[src/rtl/count_cmd_sequencer_pkg.sv]
// Shared types and defaults for the counter command sequencer.
package count_seq_pkg;

  localparam int DEF_DEPTH = 4;
  localparam int DEF_LEN_W = 4;

  typedef enum logic [1:0] {
    OP_UP      = 2'b00,
    OP_DOWN    = 2'b01,
    OP_WAIT    = 2'b10,
    OP_ILLEGAL = 2'b11
  } cmd_op_t;

  typedef enum logic {
    IDLE = 1'b0,
    RUN  = 1'b1
  } fsm_t;

  typedef struct packed {
    cmd_op_t              op;
    logic [DEF_LEN_W-1:0] len;
  } cmd_t;

  localparam cmd_t CMD_NONE = '{op: OP_WAIT, len: {DEF_LEN_W{1'b0}}};

  function automatic logic op_is_legal(input cmd_op_t op);
    return op != OP_ILLEGAL;
  endfunction

endpackage

[src/rtl/seq_cmd_fifo.sv]
// Small synchronous FIFO of step commands with occupancy count.
module seq_cmd_fifo
  import count_seq_pkg::*;
#(
  parameter int DEPTH = DEF_DEPTH,
  parameter int CNT_W = $clog2(DEPTH) + 1
) (
  input  logic             clk,
  input  logic             reset,
  input  logic             push,
  input  cmd_t             wdata,
  input  logic             pop,
  output cmd_t             rdata,
  output logic             full,
  output logic             empty,
  output logic [CNT_W-1:0] level
);

  localparam int AW = $clog2(DEPTH);
  localparam logic [AW-1:0]    PTR_ONE = AW'(1'b1);
  localparam logic [CNT_W-1:0] CNT_ONE = CNT_W'(1'b1);

  cmd_t             mem_r [DEPTH];
  logic [AW-1:0]    wr_ptr_r;
  logic [AW-1:0]    rd_ptr_r;
  logic [CNT_W-1:0] level_r;
  logic             do_push_s;
  logic             do_pop_s;

  assign full      = (level_r == CNT_W'(DEPTH));
  assign empty     = (level_r == {CNT_W{1'b0}});
  assign level     = level_r;
  assign rdata     = mem_r[rd_ptr_r];
  assign do_push_s = push && !full;
  assign do_pop_s  = pop && !empty;

  // Entry storage; contents are don't-care until written.
  always_ff @(posedge clk) begin
    if (do_push_s) begin
      mem_r[wr_ptr_r] <= wdata;
    end
  end

  // Pointers wrap naturally; level tracks push/pop balance.
  always_ff @(posedge clk or negedge reset) begin
    if (!reset) begin
      wr_ptr_r <= {AW{1'b0}};
      rd_ptr_r <= {AW{1'b0}};
      level_r  <= {CNT_W{1'b0}};
    end else begin
      if (do_push_s) begin
        wr_ptr_r <= wr_ptr_r + PTR_ONE;
      end
      if (do_pop_s) begin
        rd_ptr_r <= rd_ptr_r + PTR_ONE;
      end
      case ({do_push_s, do_pop_s})
        2'b10:   level_r <= level_r + CNT_ONE;
        2'b01:   level_r <= level_r - CNT_ONE;
        default: level_r <= level_r;
      endcase
    end
  end

endmodule

[src/rtl/seq_strobe_chk.sv]
// Protocol checker: the counter must never see both strobes at once.
module seq_strobe_chk (
  input logic clk,
  input logic reset,
  input logic up_down,
  input logic down_up
);

  strobe_exclusive: assert property (@(posedge clk) disable iff (!reset) !(up_down && down_up));

endmodule

[src/rtl/count_cmd_sequencer.sv]
// Command sequencer: buffers step commands and expands each into per-cycle
// up/down strobes for the 4-bit counter.
module count_cmd_sequencer
  import count_seq_pkg::*;
#(
  parameter int DEPTH = DEF_DEPTH,
  parameter int LEN_W = DEF_LEN_W,
  parameter int CNT_W = $clog2(DEPTH) + 1
) (
  input  logic             clk,
  input  logic             reset,
  input  logic             cmd_valid,
  output logic             cmd_ready,
  input  logic [1:0]       cmd_op,
  input  logic [LEN_W-1:0] cmd_len,
  input  logic             hold,
  output logic             up_down,
  output logic             down_up,
  output logic [LEN_W-1:0] data,
  output logic             busy,
  output logic [CNT_W-1:0] fifo_level,
  output logic             err
);

  localparam logic [LEN_W-1:0] LEN_ZERO = {LEN_W{1'b0}};
  localparam logic [LEN_W-1:0] LEN_ONE  = LEN_W'(1'b1);

  fsm_t             state_r;
  fsm_t             state_nxt_s;
  cmd_t             head_s;
  cmd_t             wr_cmd_s;
  cmd_t             act_r;
  logic [LEN_W-1:0] rem_r;
  logic [LEN_W-1:0] data_r;
  logic [LEN_W-1:0] data_nxt_s;
  logic             full_s;
  logic             empty_s;
  logic             accept_s;
  logic             push_s;
  logic             pop_s;
  logic             illegal_s;
  logic             up_nxt_s;
  logic             down_nxt_s;
  logic             busy_nxt_s;
  logic             up_r;
  logic             down_r;
  logic             busy_r;
  logic             err_r;

  // Illegal ops complete the handshake but never reach the FIFO.
  assign cmd_ready = !full_s;
  assign accept_s  = cmd_valid && !full_s;
  assign wr_cmd_s  = '{op: cmd_op_t'(cmd_op), len: cmd_len};
  assign push_s    = accept_s && op_is_legal(wr_cmd_s.op);
  assign illegal_s = accept_s && !op_is_legal(wr_cmd_s.op);

  assign up_down = up_r;
  assign down_up = down_r;
  assign busy    = busy_r;
  assign data    = data_r;
  assign err     = err_r;

  seq_cmd_fifo #(.DEPTH(DEPTH), .CNT_W(CNT_W)) u_fifo (
    .clk   (clk),
    .reset (reset),
    .push  (push_s),
    .wdata (wr_cmd_s),
    .pop   (pop_s),
    .rdata (head_s),
    .full  (full_s),
    .empty (empty_s),
    .level (fifo_level)
  );

  seq_strobe_chk u_chk (
    .clk     (clk),
    .reset   (reset),
    .up_down (up_r),
    .down_up (down_r)
  );

  // FSM state register.
  always_ff @(posedge clk or negedge reset) begin
    if (!reset) begin
      state_r <= IDLE;
    end else begin
      state_r <= state_nxt_s;
    end
  end

  // Next state and pop: the final step of a burst pops the next one for zero-bubble chaining.
  always_comb begin
    state_nxt_s = state_r;
    pop_s       = 1'b0;
    case (state_r)
      IDLE: begin
        if (!empty_s) begin
          state_nxt_s = RUN;
          pop_s       = 1'b1;
        end else begin
          state_nxt_s = IDLE;
        end
      end
      RUN: begin
        if (hold || (rem_r != LEN_ZERO)) begin
          state_nxt_s = RUN;
        end else if (!empty_s) begin
          state_nxt_s = RUN;
          pop_s       = 1'b1;
        end else begin
          state_nxt_s = IDLE;
        end
      end
      default: begin
        state_nxt_s = IDLE;
      end
    endcase
  end

  // Next values of the registered outputs.
  always_comb begin
    up_nxt_s   = 1'b0;
    down_nxt_s = 1'b0;
    busy_nxt_s = 1'b0;
    data_nxt_s = LEN_ZERO;
    case (state_r)
      RUN: begin
        busy_nxt_s = 1'b1;
        data_nxt_s = act_r.len;
        if (hold) begin
          up_nxt_s   = 1'b0;
          down_nxt_s = 1'b0;
        end else begin
          up_nxt_s   = (act_r.op == OP_UP);
          down_nxt_s = (act_r.op == OP_DOWN);
        end
      end
      default: begin
        up_nxt_s   = 1'b0;
        down_nxt_s = 1'b0;
      end
    endcase
  end

  // Active command, remaining count, output registers and sticky error.
  always_ff @(posedge clk or negedge reset) begin
    if (!reset) begin
      act_r  <= CMD_NONE;
      rem_r  <= LEN_ZERO;
      up_r   <= 1'b0;
      down_r <= 1'b0;
      busy_r <= 1'b0;
      data_r <= LEN_ZERO;
      err_r  <= 1'b0;
    end else begin
      if (pop_s) begin
        act_r <= head_s;
        rem_r <= head_s.len;
      end else if ((state_r == RUN) && !hold && (rem_r != LEN_ZERO)) begin
        rem_r <= rem_r - LEN_ONE;
      end
      up_r   <= up_nxt_s;
      down_r <= down_nxt_s;
      busy_r <= busy_nxt_s;
      data_r <= data_nxt_s;
      err_r  <= err_r || illegal_s;
    end
  end

endmodule
[config.mk]
export PLATFORM = sky130hd
export DESIGN_NAME = count_cmd_sequencer
export DESIGN_NICKNAME = d
export VERILOG_FILES = /design/src/rtl/count_cmd_sequencer_pkg.sv /design/src/rtl/seq_cmd_fifo.sv /design/src/rtl/seq_strobe_chk.sv /design/src/rtl/count_cmd_sequencer.sv
export SDC_FILE = /design/constraint.sdc
export NUM_CORES = 1
export LEC_CHECK = 0
export CORE_UTILIZATION = 35
export CTS_BUF_LIST = sky130_fd_sc_hd__clkbuf_8
export CTS_CLUSTER_DIAMETER = 40
export DETAILED_ROUTE_END_ITERATION = 10
export SKIP_LAST_GASP = 1
export SLEW_MARGIN = 5
export SYNTH_ARGS = -nofsm -noshare
export SYNTH_HDL_FRONTEND = slang
export SYNTH_HIERARCHICAL = 1
export SYNTH_SLANG_ARGS = --single-unit
[constraint.sdc]
create_clock -name clk -period 5.4 [get_ports clk]
set_input_delay 1.08 -clock clk [delete_from_list [all_inputs] [get_ports clk]]
set_output_delay 1.08 -clock clk [all_outputs]
set_load 0.05 [all_outputs]
==> reports/qor.yml, run 1 <==
grt:
  overflow: 0
  grt_usage_pct: 12.2
  antenna_found_initial: 0
  grt_max_degree: 27
  grt_pass1_vias: 1200
  grt_pass1_wl_mm: 5.69
cts:
  clockRootBuffer: "clkbuf_8"
  cts_buffers: 5
  cts.clk_slew.worst_paths_ps: 80
  tritoncts: "yes"
  postCtsHoldBufs: 0
  max-clock-path-buffers: 2
  cts_sinks: 50
  cts.repair.resized: 0
  cts_max_level: 2
  postCtsSetupRepairBufs: 0
  clock_latency_ps: 300
routing:
  first_pass_iters: 4
  first_iter_violations: 31
  route.antenna.remaining_nets: 0
  dr_total_vias: 1150
  routedWlPerCell_um: 14.5
  via_per_inst: 4.85
  drt-total-wl_mm: 3.45
  drc: 0
sta:
  layout_setup_ws_ps: 1900
  maxSlewViolCount: 0
  period_share_pct: 64.9
  final-hold-violation-count: 0
  hold_ws_ps: 468
  max_slew_margin_pct: 51.4
  fmax_ghz: 0.286
  rsz0062_at_grt: "no"
  tns_ps: 0
  finalSetupViolCount: 0
  timing.final.crit_period_ps: 3500
  max_slew.worst_pin.slew_ps: 724
  fin_worst_skew_ps: 4.87
die:
  die_h_um: 80.2
  rows: 28
  die_area_mm2: 0.00643
  start_util_pct: 36.1
  io_pins: 22
  die-width_um: 80.2
  core_mm2: 0.00592
power:
  p_leak_nw: 0.985
  ir_worst_vdd_mv: 0.258
  p_per_area_mw_per_mm2: 555
  power.total_mw: 1.41
worst_setup_path:
  cp_max_fo: 7
  cp_common_cell: "xor2_1"
  slowest_delay_ps: 590
  critPathArrivalTime_ps: 3720
  cp-end-kind: "flip-flop"
  critical_path_required_ps: 5620
  cp-start-kind: "primary input"
  critPathSlowestCell: "or4b_1"
  critical_path_class: "in -> reg"
  path_cells: "clkdlybuf4s50_1 > or4b_1 > a21o_4 > inv_6 > o31a_2 > ha_1 > inv_1 > fa_1 > xor2_1 > nor2_1 > xor2_1"
placed_design:
  place_congestion: 0.798
  post-place-ws_ps: 1580
  dp.final_hpwl_mm: 2.53
  portBuffers: 21
synthesis:
  synth_edf_count: 24
  syn_area_mm2: 0.00214
  yosysWarnings: 6
  yosys-top-cells-area: "edfxtp_1 (34%), dfrtp_1 (29%), mux4_2 (6.3%)"
  syn_inst: 137
  synthArstFlopShare_pct: 52.0
  synth_nets: 155
  netlist_top_cells_count: "dfrtp_1 (25), edfxtp_1 (24), inv_1 (10)"
  syn_area_per_cell_um2: 15.6
  yosys.area.top_type_share_pct: 33.7
  synth_seq_cells: 50
  ys_types: 36
  seq_area_frac_synth_pct: 64.2
  yosysMostFrequentCell: "dfrtp_1"
  ys.flop_type: "dfrtp_1"
  synth_top_area_cell: "edfxtp_1"
job:
  cap_viol_max_count: 0
finish:
  drive_gt1_share_pct: 17.9
  syn2layout_area_growth_pct: 18.5
  finish.net_count: 179
  num_antenna_cells: 0
  finalCoreUtilization_pct: 42.8
outcome:
  status: "finished clean"
min_path:
  min_path_type: "reg -> reg"
-- worst paths after layout --
check / start / endpoint / slack [ps] / cells past startpoint
hold reg to reg: act_r[4] / up_down / 470 / 1
setup / recovery: hold / u_fifo/level[2] / 1900 / 11
min in group asynchronous: reset / rem_r[1] / 1150 / 2
max in group asynchronous: reset / act_r[5] / 3950 / 2
hold / removal: act_r[4] / up_down / 470 / 1
setup reg to reg: rem_r[0] / u_fifo/level[2] / 2400 / 12
-- cell families (layout without fill, tap and decap cells) --
family / after synthesis / count (layout) / synth area share [%]
flip-flops: 50 / 50 / 64.2
AND/OR/NAND/NOR: 28 / 28 / 9.06
buffers and inverters: 16 / 41 / 3.16
AO/OA/AOI/OAI: 15 / 15 / 5.15
multiplexers: 14 / 14 / 11.0
adder cells (fa/ha/maj): 8 / 8 / 5.03
XOR/XNOR: 6 / 6 / 2.46
-- area by class of cell --
type | instances | area, um2
repair buffers | 22 | 218
clock buffers | 5 | 68.8
well taps | 75 | 93.8
fillers | 533 | 3380
multi-input cells | 71 | 699
inverters | 11 | 46.3
clock inverters | 3 | 37.5
flip-flops and latches | 50 | 1370
-- registers in the layout (all words and copies together), names as in the netlist --
| register | cells |
|---|---|
| u_fifo/rd_ptr_r | 2 |
| rem_r | 4 |
| err | 1 |
| state_r | 1 |
| act_r | 6 |
| down_up | 1 |
| up_down | 1 |
| data | 4 |
| u_fifo/wr_ptr_r | 2 |
| u_fifo/mem_r | 24 |
| busy | 1 |
| u_fifo/level | 3 |
-- through the flow --
step | cell area [um2] | std cells
floorplan | 2140 | 137
global placement | 2430 | 229
detailed placement | 2430 | 229
CTS | 2540 | 237
global route | 2540 | 237
finish | 2540 | 237
-- routing by layer --
layer	wire length [um]	vias up	GRT usage (%)
li1	-	541	-
met4	43	0	3.75
met1	1470	587	13.8
met5	0	-	0
met3	119	6	4.43
met2	1820	16	21.3
-- cell usage in the layout, fill, tap and decap left out, drive strengths merged, types with 2 or more instances in the layout --
cell	synthesis	layout
edfxtp	24	24
mux4	6	6
or3	3	3
dfrtp	25	25
inv	11	13
nor3	2	2
xnor2	3	3
a31oi	4	4
or4	2	2
a211oi	4	4
o21ai	4	4
mux2	7	7
clkdlybuf4s50	0	21
xor2	3	3
nand2	4	4
nor3b	3	3
clkbuf	2	5
and2	8	8
ha	7	7
-- critical path, delay by kind of cell --
kind                     cells  cell delay, ps
AND/OR/NAND/NOR              2             720
buffers and inverters        3             550
adder cells (fa/ha/maj)      2             550
AO/OA/AOI/OAI                2             480
XOR/XNOR                     2             340
-- report_power, final --
group / switching (mW) / internal [mW]
sequential: 0.0941 / 0.520
clock: 0.114 / 0.135
combinational: 0.296 / 0.248
total: 0.504 / 0.903
Note: power is estimated with default switching activity, not from simulation.
==> run 2, diff against run 1 <==
==> constraint.sdc (replaced) <==
create_clock -name clk -period 3.02 [get_ports clk]
set_input_delay 0.604 -clock clk [delete_from_list [all_inputs] [get_ports clk]]
set_output_delay 0.604 -clock clk [all_outputs]
set_load 0.05 [all_outputs]
==> run 2 against run 1 <==
Clock power grew 81%. Sequential power increased by 79%. Register-to-register slack worse by 2100 ps. Non-clock buffer count increased by 6. Die area unchanged. Largest power group unchanged. Clock-buffer cell count is the same. Clock skew up 0.68 ps. Setup slack worse by 1700 ps. Design area up 1.8%. Via count rose by 1.7%. Final cell count grew 2.5%. Largest cell class unchanged.
==> reports/qor.yml, run 2 (synthesis gave the netlist of run 1 again) <==
outcome:
  status: "finished clean"  # unchanged
finish:
  layout.area.seq_mm2: 0.00137  # unchanged
  multi_input_area_um2: 699  # unchanged
  layout_common_cells: "dfrtp_1 (25), edfxtp_1 (24), clkdlybuf4s50_1 (21)"  # unchanged
  layout_commonest_cell: "dfrtp_1"  # unchanged
  largest_reg_flops: 24  # unchanged
  num_antenna_cells: 0  # unchanged
  finish.net_count: 185  # was 179
  final_cells: 243  # was 237
  fill_cells: 535  # was 533
  final_cell_area_mm2: 0.00258  # was 0.00254 mm2
  top_register: "u_fifo/mem_r"  # unchanged
  drive_gt1_share_pct: 20.8  # was 17.9%
  largestRegisters: "u_fifo/mem_r: 24 flops, act_r: 6 flops"  # unchanged
  syn2layout_area_growth_pct: 20.6  # was 18.5%
worst_setup_path:
  path_buf_inv: 3  # unchanged
  slowest_delay_ps: 520  # was 590 ps
  cp-start-kind: "primary input"  # unchanged
  critical_path_class: "in -> reg"  # unchanged
  cp_max_fo: 2  # was 7
  critPathArrivalTime_ps: 3000  # was 3720 ps
  cp_num_cells: 11  # unchanged
  path_cells: "clkdlybuf4s50_1 > or4b_1 > a21o_4 > inv_6 > o31a_2 > ha_1 > inv_1 > fa_1 > xor2_1 > nor2_1 > xor2_1"  # unchanged
  cp-end-kind: "flip-flop"  # unchanged
  critPathTopFamily: "simple AND/OR/NAND/NOR gates"  # unchanged
  r2r_slack_ps: 300  # was 2400 ps
  worstReg2RegEnd: "u_fifo/level[2]"  # unchanged
  reg2regPathDepth: 12  # unchanged
  critPathSlowestCell: "or4b_1"  # unchanged
  critical_path_required_ps: 3250  # was 5620 ps
  cp_common_cell: "xor2_1"  # unchanged
  worstReg2RegStart: "rem_r[0]"  # unchanged
routing:
  via_per_inst: 4.81  # was 4.85
  routedWlPerCell_um: 14.8  # was 14.5 um
  first_iter_violations: 42  # was 31
  route.antenna.remaining_nets: 0  # unchanged
  dr_total_vias: 1170  # was 1150
  drt-total-wl_mm: 3.60  # was 3.45 mm
  first_pass_iters: 4  # unchanged
  drc: 0  # unchanged
sta:
  finalSetupViolCount: 0  # unchanged
  max_slew.worst_pin.slew_ps: 501  # was 724 ps
  maxSlewViolCount: 0  # unchanged
  fmax_ghz: 0.360
  final-hold-violation-count: 0  # unchanged
  hold_ws_ps: 449  # was 468 ps
  period_share_pct: 91.9
  fin_worst_skew_ps: 5.56  # was 4.87 ps
  timing.final.crit_period_ps: 2780
  rsz0062_at_grt: "no"  # unchanged
  max_slew_margin_pct: 66.5  # was 51.4%
cts:
  cts.repair.resized: 0  # unchanged
  max-clock-path-buffers: 2  # unchanged
  cts.clk_slew.worst_paths_ps: 90  # was 80 ps
  clockRootBuffer: "clkbuf_8"  # unchanged
  tritoncts: "yes"  # unchanged
  cts_buffers: 5  # unchanged
  clock_latency_ps: 300  # about the same
  cts_sinks: 50  # unchanged
  postCtsHoldBufs: 0  # unchanged
  postCtsSetupRepairBufs: 0  # unchanged
  cts_max_level: 2  # unchanged
die:
  rows: 28  # unchanged
  core_mm2: 0.00592  # unchanged
  die_area_mm2: 0.00643  # unchanged
  io_pins: 22  # unchanged
  start_util_pct: 36.1  # unchanged
  die_h_um: 80.2  # unchanged
  die-width_um: 80.2  # unchanged
min_path:
  min_path_cells: 1  # unchanged
  hold_end: "up_down"  # unchanged
  hp-start: "act_r[4]"  # unchanged
  min_path_type: "reg -> reg"  # unchanged
grt:
  grt_usage_pct: 12.8  # was 12.2%
  antenna_found_initial: 0  # unchanged
  grt_max_degree: 27  # unchanged
  grt_pass1_wl_mm: 6.08  # was 5.69 mm
  overflow: 0  # unchanged
  grt_pass1_vias: 1250  # was 1200
power:
  p_per_area_mw_per_mm2: 989  # was 555 mW/mm2
  ir_worst_vdd_mv: 0.374  # was 0.258 mV
  p_leak_nw: 1.01  # was 0.985 nW
placed_design:
  dp.final_hpwl_mm: 2.64  # was 2.53 mm
  portBuffers: 21  # unchanged
  place_area_mm2: 0.00247  # was 0.00243 mm2
  place_congestion: 0.706  # was 0.798
  dp_cells: 235  # was 229
job:
  cap_viol_max_count: 0  # unchanged
run 2: cell types whose count changed in the layout (fill, tap and decap cells not counted):
cell,delta
buf_4,+6
clkinv_1,+1
inv_1,-1
run 2: how the worst max path moves through the flow:
stage | from | to
floorplan | u_fifo/level[2] | u_fifo/level[2]
global placement | hold | u_fifo/level[2]
detailed placement | hold | u_fifo/level[2]
CTS | hold | u_fifo/level[2]
global route | rem_r[0] | u_fifo/level[2]
finish | hold | u_fifo/level[2]
run 2: layer usage:
| metal | global-route usage (%) | vias to the layer above | share of wire (%) |
|---|---|---|---|
| met3 | 4.20 | 4 | 3.3 |
| li1 | - | 553 | - |
| met2 | 22.3 | 17 | 53 |
| met5 | 0 | - | 0 |
| met4 | 4.29 | 0 | 1.1 |
| met1 | 14.8 | 596 | 43 |
run 2: through the flow:
step	TNS [ps]	setup WS, ps	utilization, %	total power [mW]
global placement	0	7.35	41.8	2.07
CTS	0	242	43.6	2.59
finish	0	245	43.6	2.55
detailed placement	-57.1	-57.1	41.8	2.13
global route	0	130	43.6	2.71
floorplan	0	282	-	1.81
run 2: cell type report:
class	instances	area share [%]
Clock inverter	3	1.45
Timing Repair Buffer	28	10.2
Inverter	11	1.79
Sequential cell	50	53.2
Multi-Input combinational cell	71	27.1
Tap cell	75	3.64
Clock buffer	5	2.67
run 2: power by group:
part,internal (mW),switching (mW)
Sequential,0.931,0.171
Clock,0.241,0.209
Combinational,0.465,0.536
Total,1.64,0.916
